===== config.mk =====
export PLATFORM = sky130hd
export DESIGN_NAME = operand_sel_pipe
export DESIGN_NICKNAME = d
export VERILOG_FILES = /design/src/rtl/operand_sel_pipe_pkg.sv /design/src/rtl/operand_sel_comb.sv /design/src/rtl/operand_sel_pipe.sv
export SDC_FILE = /design/constraint.sdc
export NUM_CORES = 1
export LEC_CHECK = 0
export ABC_AREA = 1
export BUFFER_PORTS_ARGS = -buffer_cell sky130_fd_sc_hd__buf_2
export CAP_MARGIN = 20
export CELL_PAD_IN_SITES_DETAIL_PLACEMENT = 1
export CELL_PAD_IN_SITES_GLOBAL_PLACEMENT = 1
export CORE_ASPECT_RATIO = 0.5
export CORE_MARGIN = 2
export CORE_UTILIZATION = 37
export CTS_CLUSTER_DIAMETER = 30
export DETAILED_ROUTE_END_ITERATION = 6
export PLACE_DENSITY_LB_ADDON = 0.25
export SLEW_MARGIN = 0
export SYNTH_ARGS = -nofsm -noshare
export SYNTH_HDL_FRONTEND = slang
export SYNTH_HIERARCHICAL = 1
export SYNTH_SLANG_ARGS = --single-unit
export TNS_END_PERCENT = 30

===== constraint.sdc =====
create_clock -name clk -period 3 [get_ports clk]
set_input_delay 0.15 -clock clk [delete_from_list [all_inputs] [get_ports clk]]
set_output_delay 0.15 -clock clk [all_outputs]
set_load 0.005 [all_outputs]

===== src/rtl/operand_sel_pipe_pkg.sv =====
// Shared constants for the operand select pipeline: error counter sizing
// and the supported range of selectable sources.
package operand_sel_pipe_pkg;

  localparam int unsigned ERR_CNT_W = 8;
  localparam logic [ERR_CNT_W-1:0] ERR_CNT_MAX = 8'd255;

  localparam int unsigned NSRC_MIN = 2;
  localparam int unsigned NSRC_MAX = 16;

endpackage


===== src/rtl/operand_sel_comb.sv =====
// Combinational NSRC:1 operand select; out-of-range indices return zero
// and raise oor_o so the caller can log the error.
module operand_sel_comb #(
  parameter int WIDTH = 32,
  parameter int NSRC  = 3,
  parameter int SELW  = $clog2(NSRC)
) (
  input  logic [NSRC*WIDTH-1:0] src_i,
  input  logic [SELW-1:0]       sel_i,
  output logic [WIDTH-1:0]      data_o,
  output logic                  oor_o
);

  // Compare against each legal index so no index ever reaches past src_i.
  always_comb begin
    data_o = '0;
    oor_o  = 1'b1;
    for (int k = 0; k < NSRC; k++) begin
      if (sel_i == SELW'(k)) begin
        data_o = src_i[k*WIDTH +: WIDTH];
        oor_o  = 1'b0;
      end
    end
  end

endmodule


===== src/rtl/operand_sel_pipe.sv =====
// Operand select followed by a two-entry skid buffer; in_ready_o comes
// straight from a flop so there is no ready path from the consumer.
module operand_sel_pipe
  import operand_sel_pipe_pkg::*;
#(
  parameter int WIDTH = 32,
  parameter int NSRC  = 3,
  parameter int SELW  = $clog2(NSRC)
) (
  input  logic                  clk,
  input  logic                  rst,
  input  logic                  flush_i,
  input  logic [NSRC*WIDTH-1:0] src_i,
  input  logic [SELW-1:0]       sel_i,
  input  logic                  in_valid_i,
  output logic                  in_ready_o,
  output logic [WIDTH-1:0]      out_data_o,
  output logic                  out_valid_o,
  input  logic                  out_ready_i,
  output logic                  sel_err_o,
  output logic [ERR_CNT_W-1:0]  err_cnt_o
);

  if (NSRC < NSRC_MIN || NSRC > NSRC_MAX) begin : g_nsrc_range
    $error("operand_sel_pipe: NSRC must lie within 2..16");
  end

  logic [WIDTH-1:0]     sel_data;
  logic                 sel_oor;
  logic                 main_valid;
  logic [WIDTH-1:0]     main_data;
  logic                 skid_valid;
  logic [WIDTH-1:0]     skid_data;
  logic                 sel_err;
  logic [ERR_CNT_W-1:0] err_cnt;
  logic                 accept;
  logic                 drain;

  operand_sel_comb #(
    .WIDTH (WIDTH),
    .NSRC  (NSRC),
    .SELW  (SELW)
  ) u_sel (
    .src_i  (src_i),
    .sel_i  (sel_i),
    .data_o (sel_data),
    .oor_o  (sel_oor)
  );

  assign accept = in_valid_i && !skid_valid && !flush_i;
  assign drain  = main_valid && out_ready_i;

  always_ff @(posedge clk) begin
    if (rst) begin
      main_valid <= 1'b0;
      main_data  <= '0;
      skid_valid <= 1'b0;
      skid_data  <= '0;
      sel_err    <= 1'b0;
      err_cnt    <= '0;
    end else if (flush_i) begin
      main_valid <= 1'b0;
      skid_valid <= 1'b0;
    end else begin
      if (accept && sel_oor) begin
        sel_err <= 1'b1;
        if (err_cnt != ERR_CNT_MAX) begin
          err_cnt <= err_cnt + 1'b1;
        end
      end
      // Main is free this cycle: refill from skid first to keep FIFO order.
      if (!main_valid || drain) begin
        if (skid_valid) begin
          main_data  <= skid_data;
          main_valid <= 1'b1;
          skid_valid <= 1'b0;
        end else if (accept) begin
          main_data  <= sel_data;
          main_valid <= 1'b1;
        end else begin
          main_valid <= 1'b0;
        end
      end else if (accept) begin
        skid_data  <= sel_data;
        skid_valid <= 1'b1;
      end
    end
  end

  assign in_ready_o  = !skid_valid;
  assign out_data_o  = main_data;
  assign out_valid_o = main_valid;
  assign sel_err_o   = sel_err;
  assign err_cnt_o   = err_cnt;

endmodule


==> metrics.md, run 1 <==
| Metric | Value |
|---|---|
| CTS Sinks | `75` |
| Final period util | `0.682` |
| Cts bufs inserted | `9` |
| Max stage delay cell, worst path | `inv_2` |
| Slew Viols, Final | `0` |
| Logic pwr share | `0.144` |
| Slowest Stage Delay on Critical Path | `0.59 ns` |
| Remaining routing DRC violations | `0` |
| HPWL after DPL | `8520 µm` |
| Arr. time, crit path | `2.31 ns` |
| First drt pass iteration count | `4` |
| Area occupied by multi-input gates | `2190 µm²` |
| Share of cells above drive strength 1 | `0.240` |
| Clk pwr share | `0.423` |
| Avg Cell Area, Syn | `6.55 µm²` |
| Root buf cell | `clkbuf_16` |
| Via count | `4499` |
| Sequential fraction of the synthesis area | `0.364` |
| CP Cell Sequence | `inv_6 > nand3_4 > inv_2 > nand2_2 > inv_2 > nor2_1 > nor2_1` |
| Vias in the first global route | `4623` |
| WL per Instance | `14.5 µm` |
| Clk pin slew, worst setup/hold paths | `0.06 ns` |
| Status | `completed` |
| Number of distinct library cells after synthesis | `26` |
| Cts hold-fix bufs | `0` |
| Int Power | `1790 µW` |
| First-pass GRT wire length | `22100 µm` |
| Kind of start point of the critical path | `flip-flop` |
| CTS tree | `yes` |
| Instance count of the mapped netlist | `629` |
| Overall power | `2410 µW` |
| WP buf/inv | `3` |
| Syn nets | `733` |
| Level count of the clock H-tree | `3` |
| Gr usage total | `0.223` |
| # fillers | `1490` |
| Die X | `153 µm` |
| Row cnt | `27` |
| Post-CTS Setup Bufs | `0` |
| Delay-heaviest family, CP | `buffers and inverters` |
| Final setup vio count | `0` |
| Buffers on Ports | `145` |
| Register Area | `1500 µm²` |
| DRT Wirelength | `12900 µm` |
| GRT overflow | `0` |
| Peak VDD IR | `0.215 mV` |
| Worst-skew pair later-pin latency | `0.33 ns` |
| Pin count of the biggest net entering global routing | `70` |
| Area Overhead vs Synth | `21.6%` |
| Leakage | `0.00231 µW` |
| Fin. Hold Viols | `0` |
| Switching Share | `0.258` |
| Detailed-route vias per instance | `5.07` |
| Die height | `78.6 µm` |
| Number of synthesized register bits | `75` |
| Most frequent cells in the layout | `151 x nand2_1, 145 x buf_2, 109 x nor2_1, 105 x nand3_1, 75 x dfxtp_1` |
| Initial Util | `0.378` |
| Ports | `146` |
| Final antenna-violating net count | `0` |
| Maxcap violations | `0` |
| Antenna fix cells | `0` |
| Post-cts gate resize count | `0` |
| Initial antenna violation count | `0` |
| NetSw | `622 µW` |
| Clock Path Buffers | `2` |
| Yosys warnings | `6` |
| Actual slew at the worst max-slew pin | `0.834 ns` |
| Fmax | `489 MHz` |
| Worst setup EP type | `flip-flop` |
| Power per cell area | `480 nW/µm²` |
| Worst relative slew slack | `0.444` |
| Placer Congestion | `0.752` |
| Shortest period the worst path allows | `2.05 ns` |
| Area of the die | `12100 µm²` |
| CP max FO | `35` |
| Register share of total power | `0.433` |
| Worst Slack Setup Final | `0.954 ns` |
| Setup Skew | `0.00388 ns` |
| Worst hold path class | `in -> reg` |
| Most common cell after layout, fill and taps aside | `nand2_1` |
| Util after Layout | `0.459` |
| Setup TNS | `0 ns` |
| Post-Syn Area | `4120 µm²` |
| CP required | `3.27 ns` |
| Critical path class | `reg -> reg` |
| Pre-CTS setup slack | `0.931 ns` |
| RSZ-0062 raised after global routing | `false` |
| Nets | `843` |
| Initial DRC Count | `177` |
| Core Region | `10900 µm²` |
## flip-flops by register name, summed over array words and instances (netlist names)
signal / flops
err_cnt_o: 8
out_data_o: 32
out_valid_o: 1
sel_err_o: 1
skid_data: 32
skid_valid: 1
## path summary, 6_finish.rpt
check / start / depth (start not counted) / end / slack [ns]
max: skid_valid / 7 / skid_data[7] / 0.95
min: flush_i / 2 / out_valid_o / 0.08
max reg2reg: skid_valid / 7 / skid_data[7] / 0.95
min reg2reg: out_data_o[27] / 2 / out_data_o[27] / 0.48
## through the flow
step / hold WS, ns / cells / area (µm²)
3_5_place_dp: 0.420 / 872 / 4710
2_1_floorplan: 0.219 / 629 / 4120
4_1_cts: 0.0699 / 887 / 4990
3_3_place_gp: 0.429 / 872 / 4710
5_1_grt: 0.0859 / 888 / 5010
6_report: 0.0759 / 888 / 5010
## final cells by class
type,instances,area share
Tap cell,145,0.0362
Sequential cell,75,0.300
Clock buffer,13,0.0539
Multi-Input combinational cell,483,0.438
Inverter,20,0.0160
Clock inverter,2,0.00200
Timing Repair Buffer,150,0.155
## worst reg2reg max path, stage by stage, from the launching register on
cell and delay [ns]:
dfxtp_1 0.34, inv_6 0.25, nand3_4 0.15, inv_2 0.08, nand2_2 0.33, inv_2 0.60
nor2_1 0.10, nor2_1 0.12
## metal layers
layer  GRT usage  up-vias  share of wire
met5           0        -              0
li1            -     2305              -
met4      0.0380        0         0.0053
met3      0.0519        7          0.034
met1       0.272     2120           0.47
met2       0.408       67           0.49
## synthesized netlist by cell type
library cell    n  area share
nor2_8          1      0.0049
o31ai_1         1      0.0018
xor2_1          1      0.0021
buf_6          17       0.046
buf_2          19       0.023
nor2_1        109       0.099
inv_1          14       0.013
nand4_1        35       0.053
inv_2           5      0.0046
nand2_2         2      0.0030
inv_6           1      0.0021
buf_4           3      0.0055
o21ai_1         6      0.0073
nand3_4         1      0.0042
clkbuf_1        9      0.0082
nor3_1          1      0.0012
nor2_2          1      0.0015
o21ai_0        28       0.034
buf_1           2      0.0018
nand2_1       152        0.14
nor2_4          1      0.0027
nand3_1       105        0.13
ha_1            1      0.0030
dfxtp_1        75        0.36
clkbuf_2        1      0.0012
a21oi_1        38       0.046
## cell families (layout without fill, tap and decap cells)
family | Yosys count | after routing | share of synthesized area
XOR/XNOR | 1 | 1 | 0.00212
AND/OR/NAND/NOR | 408 | 408 | 0.436
AO/OA/AOI/OAI | 73 | 73 | 0.0892
flip-flops | 75 | 75 | 0.364
buffers and inverters | 71 | 185 | 0.106
adder cells (fa/ha/maj) | 1 | 1 | 0.00303
## power groups by stage
stage          sequential [µW]  clock, µW  combinational (µW)
2_1_floorplan             1060          0                 222
6_report                  1040       1020                 347
3_3_place_gp              1060          0                 339
5_1_grt                   1040       1100                 396
4_1_cts                   1040       1040                 349
3_5_place_dp              1060          0                 346
Power figures use the tool's default switching activity.
==> run 2: changes to the inputs <==
--- a/config.mk
+++ b/config.mk
@@ -12,7 +12,7 @@
 export CELL_PAD_IN_SITES_GLOBAL_PLACEMENT = 1
 export CORE_ASPECT_RATIO = 0.5
 export CORE_MARGIN = 2
-export CORE_UTILIZATION = 37
+export CORE_UTILIZATION = 34
 export CTS_CLUSTER_DIAMETER = 30
 export DETAILED_ROUTE_END_ITERATION = 6
 export PLACE_DENSITY_LB_ADDON = 0.25
==> constraint.sdc (replaced) <==
create_clock -name clk -period 2.1 [get_ports clk]
set_input_delay 0.105 -clock clk [delete_from_list [all_inputs] [get_ports clk]]
set_output_delay 0.105 -clock clk [all_outputs]
set_load 0.005 [all_outputs]
==> run 2 against run 1 <==
  * Design area rose by 0.72%
  * Worst setup slack got worse by 0.62 ns
  * Critical path depth did not move
  * Cell count rose by 2.6%
  * Sequential power rose by 43%
  * Highest routed layer unchanged
  * Total power rose by 38%
  * Worst hold slack got worse by 0.022 ns
  * Combinational power rose by 45%
  * Clock power rose by 31%
  * Non-clock buffer count rose by 4
==> metrics.md, run 2 (synthesized netlist as in run 1, its figures left out) <==
| Metric | Value |
|---|---|
| Initial DRC Count | `186 (+5.1%)` |
| Row cnt | `28 (+3.7%)` |
| Post-cts gate resize count | `0 (unchanged)` |
| CP Cell Sequence | `inv_1 > nor2_1 > nor2_4 > buf_4 > nand4_1 > nand2_1 > nor2_1` |
| HPWL after DPL | `9060 µm (+6.3%)` |
| Critical path class | `reg -> reg` |
| Initial antenna violation count | `0 (unchanged)` |
| First-pass GRT wire length | `22000 µm (-0.50%)` |
| Leakage | `0.00232 µW (+0.37%)` |
| WL per Instance | `14.6 µm (+0.56%)` |
| Slew Viols, Final | `0 (unchanged)` |
| DRT Wirelength | `13300 µm (+3.2%)` |
| Fmax | `568 MHz (+16%)` |
| Detailed-route vias per instance | `5.07 (about the same)` |
| Gr usage total | `0.207 (-0.0160)` |
| CP max FO | `33 (-5.7%)` |
| Actual slew at the worst max-slew pin | `0.762 ns (-0.0716 ns)` |
| First drt pass iteration count | `4 (unchanged)` |
| Post-route cell area | `5050 µm² (+0.72%)` |
| Core Region | `11800 µm² (+8.2%)` |
| Buffers on Ports | `145 (unchanged)` |
| Busiest layer in global routing | `met2` |
| Antenna fix cells | `0 (unchanged)` |
| Fin. Hold Viols | `0 (unchanged)` |
| Placed cell area | `4800 µm² (+1.9%)` |
| WP buf/inv | `2 (-1)` |
| Root buf cell | `clkbuf_16` |
| Worst-skew pair later-pin latency | `0.32 ns (about the same)` |
| Most common cell after layout, fill and taps aside | `nand2_1` |
| Die height | `81.9 µm (+4.1%)` |
| Met2 usage | `0.383 (-0.0249)` |
| Met3 Use GR | `0.0389 (-0.0130)` |
| CTS tree | `yes` |
| GRT overflow | `0 (unchanged)` |
| Post-CTS Setup Bufs | `0 (unchanged)` |
| Peak VDD IR | `0.364 mV (+70%)` |
| Vias in the first global route | `4539 (-1.8%)` |
| Slowest Stage Delay on Critical Path | `0.59 ns (about the same)` |
| Worst relative slew slack | `0.491 (+0.0465)` |
| Final period util | `0.839 (+0.157)` |
| Cts bufs inserted | `9 (unchanged)` |
| Ports | `146 (unchanged)` |
| Worst hold path class | `in -> reg` |
| Level count of the clock H-tree | `3 (unchanged)` |
| RSZ-0062 raised after global routing | `false` |
| Most common cell on crit path | `nor2_1` |
| Pin count of the biggest net entering global routing | `47 (-33%)` |
| Maxcap violations | `0 (unchanged)` |
| Shortest period the worst path allows | `1.76 ns (-0.285 ns)` |
| Max stage delay cell, worst path | `nor2_4` |
| CP required | `2.32 ns (-0.95 ns)` |
| Share of cells above drive strength 1 | `0.243 (+0.00306)` |
| Worst setup EP type | `flip-flop` |
| Final setup vio count | `0 (unchanged)` |
| Met1 Use GR | `0.256 (-0.0161)` |
| Area Overhead vs Synth | `22.5%` |
| Power per cell area | `660 nW/µm² (+37%)` |
| Arr. time, crit path | `1.98 ns (-0.33 ns)` |
| Cts hold-fix bufs | `0 (unchanged)` |
| Clock Path Buffers | `2 (unchanged)` |
| Clk pin slew, worst setup/hold paths | `0.06 ns (about the same)` |
| Setup TNS | `0 ns (unchanged)` |
| Nets | `847 (+0.47%)` |
| Most frequent cells in the layout | `151 x nand2_1, 145 x buf_2, 109 x nor2_1, 105 x nand3_1, 75 x dfxtp_1` |
| Delay-heaviest family, CP | `simple AND/OR/NAND/NOR gates` |
| Initial Util | `0.349 (-0.0286)` |
| Setup Skew | `0.00434 ns (+0.000461 ns)` |
| Status | `completed` |
| Via count | `4619 (+2.7%)` |
| Final antenna-violating net count | `0 (unchanged)` |
| Area of the die | `13100 µm² (+8.5%)` |
| Placer Congestion | `0.757 (+0.69%)` |
| CTS Sinks | `75 (unchanged)` |
| Die X | `160 µm (+4.2%)` |
| Remaining routing DRC violations | `0 (unchanged)` |
| Kind of start point of the critical path | `flip-flop` |
run 2: area by class of cell:
class	instances	area [µm²]
timing repair buffer	154	818
clock buffer	10	229
inverter	20	80.1
tap	165	206
sequential	75	1500
multi-input combinational	483	2190
clock inverter	4	20.0
fill	1626	6760
run 2: metal layers:
metal / vias up / wire length, µm
met1: 2226 / 6400
met4: 0 / 93
met5: - / 0
li1: 2311 / -
met2: 72 / 6370
met3: 10 / 445
run 2: path summary, 6_finish.rpt:
check / from / endpoint / slack [ns] / cells past startpoint
min reg2reg: sel_err_o / sel_err_o / 0.46 / 2
max: out_valid_o / out_data_o[19] / 0.34 / 7
min: flush_i / out_valid_o / 0.05 / 2
max reg2reg: out_valid_o / out_data_o[19] / 0.34 / 7
run 2: per-stage QoR:
step                cells  hold WS (ns)  total power (µW)  utilization  setup WS, ns
floorplan             629         0.174              1840            -         0.780
global placement      897         0.377              2010        0.407         0.421
detailed placement    897         0.385              2030        0.407         0.331
CTS                   911        0.0442              3380        0.428         0.330
global route          911        0.0639              3510        0.428         0.190
finish                911        0.0538              3330        0.428         0.339
run 2: worst register-to-register path, cell delays in order, from the launching register on:
cell and delay, ns:
dfxtp_1 0.30, inv_1 0.05, nor2_1 0.08, nor2_4 0.59
buf_4 0.37, nand4_1 0.13, nand2_1 0.09, nor2_1 0.05
run 2: power breakdown:
group,internal [µW],switching [µW]
combinational,206,296
sequential,1460,25.2
clock,778,560
total,2450,882
==> run 3: changes to the inputs <==
--- a/config.mk
+++ b/config.mk
@@ -12,7 +12,7 @@
 export CELL_PAD_IN_SITES_GLOBAL_PLACEMENT = 1
 export CORE_ASPECT_RATIO = 0.5
 export CORE_MARGIN = 2
-export CORE_UTILIZATION = 34
+export CORE_UTILIZATION = 31
 export CTS_CLUSTER_DIAMETER = 30
 export DETAILED_ROUTE_END_ITERATION = 6
 export PLACE_DENSITY_LB_ADDON = 0.25
==> constraint.sdc (replaced) <==
create_clock -name clk -period 1.51 [get_ports clk]
set_input_delay 0.0755 -clock clk [delete_from_list [all_inputs] [get_ports clk]]
set_output_delay 0.0755 -clock clk [all_outputs]
set_load 0.005 [all_outputs]
==> run 3 against run 2 <==
  * Die area is 9.3% higher
  * Worst setup slack got worse by 0.22 ns
  * Design area grew 3.6%
  * Cell count rose by 2.1%
  * Sequential power is 39% higher
  * First-iteration DRC count rose by 5.9%
  * Utilization down 1.9 points
  * Critical path depth shrank 4
  * Combinational power is 46% higher
  * Total power grew 43%
  * Routed wire length increased by 3.5%
  * Sequential cell count unchanged
==> metrics.md, run 3 (synthesized netlist as in run 1, its figures left out) <==
| Metric | Value |
|---|---|
| Area occupied by multi-input gates | `2200 µm² (+0.11%)` |
| Worst-skew pair later-pin latency | `0.33 ns (about the same)` |
| HPWL after DPL | `9660 µm (+6.6%)` |
| Core Region | `12800 µm² (+8.5%)` |
| Maxcap violations | `0 (unchanged)` |
| WP buf/inv | `3 (+1)` |
| Leakage | `0.00241 µW (+3.7%)` |
| Gr usage total | `0.198 (-0.00932)` |
| Worst r2r src | `skid_valid` |
| Initial Util | `0.322 (-0.0273)` |
| Setup Skew | `0.00768 ns (+0.00334 ns)` |
| Flop-to-flop setup slack | `0.15 ns (-0.19 ns)` |
| CP startpoint | `skid_valid` |
| Slew Viols, Final | `0 (unchanged)` |
| Worst r2r path cells | `7 (unchanged)` |
| Worst relative slew slack | `0.607 (+0.116)` |
| Slowest Stage Delay on Critical Path | `0.34 ns (-0.25 ns)` |
| Buffers on Ports | `145 (unchanged)` |
| DRT Wirelength | `13800 µm (+3.5%)` |
| # fillers | `1733 (+6.6%)` |
| Remaining routing DRC violations | `0 (unchanged)` |
| Kind of start point of the critical path | `flip-flop` |
| Arr. time, crit path | `1.31 ns (-0.67 ns)` |
| CP max FO | `21 (-36%)` |
| Actual slew at the worst max-slew pin | `0.589 ns (-0.173 ns)` |
| Final period util | `0.918` |
| Dpl cells | `913 (+1.8%)` |
| RSZ-0062 raised after global routing | `false` |
| Antenna fix cells | `0 (unchanged)` |
| Initial antenna violation count | `0 (unchanged)` |
| Worst setup EP type | `primary output` |
| Clock Path Buffers | `2 (unchanged)` |
| Hold Crit Depth | `2 (unchanged)` |
| Final antenna-violating net count | `0 (unchanged)` |
| CTS tree | `yes` |
| CP required | `1.43 ns (-0.89 ns)` |
| Ports | `146 (unchanged)` |
| CP Cell Sequence | `inv_6 > buf_4 > buf_2` |
| Fin. Hold Viols | `0 (unchanged)` |
| Final setup vio count | `0 (unchanged)` |
| Die X | `167 µm (+4.6%)` |
| Vias in the first global route | `4722 (+4.0%)` |
| WL per Instance | `14.8 µm (+1.4%)` |
| Finished Layout Cells | `930 (+2.1%)` |
| Cts hold-fix bufs | `0 (unchanged)` |
| Pin count of the biggest net entering global routing | `70 (+49%)` |
| Max stage delay cell, worst path | `dfxtp_1` |
| GRT overflow | `0 (unchanged)` |
| Power per cell area | `912 nW/µm² (+38%)` |
| Worst Slack Setup Final | `0.124 ns (-0.215 ns)` |
| Pre-CTS setup slack | `0.113 ns (-0.218 ns)` |
| First drt pass iteration count | `4 (unchanged)` |
| First-pass GRT wire length | `22900 µm (+4.5%)` |
| Shortest period the worst path allows | `1.39 ns` |
| Fmax | `721 MHz` |
| Register Area | `1500 µm² (unchanged)` |
| Clk pin slew, worst setup/hold paths | `0.05 ns (about the same)` |
| Status | `completed` |
| Cts bufs inserted | `9 (unchanged)` |
| Number of cells on the critical path | `3 (-4)` |
| Level count of the clock H-tree | `3 (unchanged)` |
| Util after Layout | `0.408 (-0.0193)` |
| Placer Congestion | `0.774 (+2.2%)` |
| Initial DRC Count | `197 (+5.9%)` |
| Nets | `860 (+1.5%)` |
| Detailed-route vias per instance | `5.01 (-1.3%)` |
| Area Overhead vs Synth | `26.9%` |
| Critical hold path startpoint | `flush_i` |
| Delay-heaviest family, CP | `buffers and inverters` |
| Worst hold path class | `in -> reg` |
| Area of the die | `14300 µm² (+9.3%)` |
| Most frequent cells in the layout | `150 x nand2_1, 145 x buf_2, 109 x nor2_1, 105 x nand3_1, 75 x dfxtp_1` |
| Critical path class | `reg -> out` |
| Most common cell after layout, fill and taps aside | `nand2_1` |
| Via count | `4656 (+0.80%)` |
| CTS Sinks | `75 (unchanged)` |
| Peak VDD IR | `0.508 mV (+40%)` |
| Setup TNS | `0 ns (unchanged)` |
| Row cnt | `29 (+3.6%)` |
| Share of cells above drive strength 1 | `0.257 (+0.0140)` |
| Root buf cell | `clkbuf_16` |
| Die height | `85.5 µm (+4.5%)` |
-- run 3: changes by cell type in the layout (fill, tap and decap cells not counted), sizes merged --
| cell | delta |
|---|---|
| buf | +13 |
| clkbuf | +2 |
| clkinv | -1 |
-- run 3: final timing paths --
check | to
worst min register to register | sel_err_o
worst min-delay path | out_valid_o
worst max-delay path | in_ready_o
worst max register to register | out_data_o[26]
-- run 3: timing repair --
| action | CTS | global route |
|---|---|---|
| endpoints found under the setup margin | 0 | 3 |
| buffers inserted | 0 | 2 |
| resized for setup | 0 | 1 |
-- run 3: final cells by class --
class / count / share of cell area
multi-input combinational: 483 / 0.420
sequential: 75 / 0.287
timing repair buffer: 167 / 0.187
clock buffer: 12 / 0.0471
tap: 170 / 0.0407
inverter: 20 / 0.0153
clock inverter: 3 / 0.00287
-- run 3: routing by layer --
| metal | global-route usage | routed length (µm) | vias up |
|---|---|---|---|
| met4 | 0.0423 | 143 | 0 |
| li1 | - | - | 2337 |
| met5 | 0 | 0 | - |
| met2 | 0.357 | 6740 | 79 |
| met1 | 0.244 | 6340 | 2228 |
| met3 | 0.0438 | 566 | 12 |
-- run 3: worst register-to-register path, cell delays in order, from the launching register on --
cell,delay (ns)
dfxtp_1,0.34
inv_6,0.15
nand3_4,0.11
nand2_2,0.14
buf_12,0.25
nand4_1,0.14
nand2_1,0.09
nor2_1,0.04
-- run 3: report_power, final --
part | switching (µW) | total [µW] | internal [µW]
logic | 425 | 734 | 309
clock network | 823 | 1960 | 1140
registers | 31.6 | 2070 | 2040
-- run 3: metrics by stage --
stage          total power (µW)  hold WS, ns  instance area [µm²]
2_1_floorplan              2550        0.145                 4120
3_3_place_gp               2840        0.349                 4950
3_5_place_dp               2860        0.352                 4950
4_1_cts                    4820      0.00355                 5210
5_1_grt                    5010       0.0114                 5230
6_report                   4770      0.00853                 5230
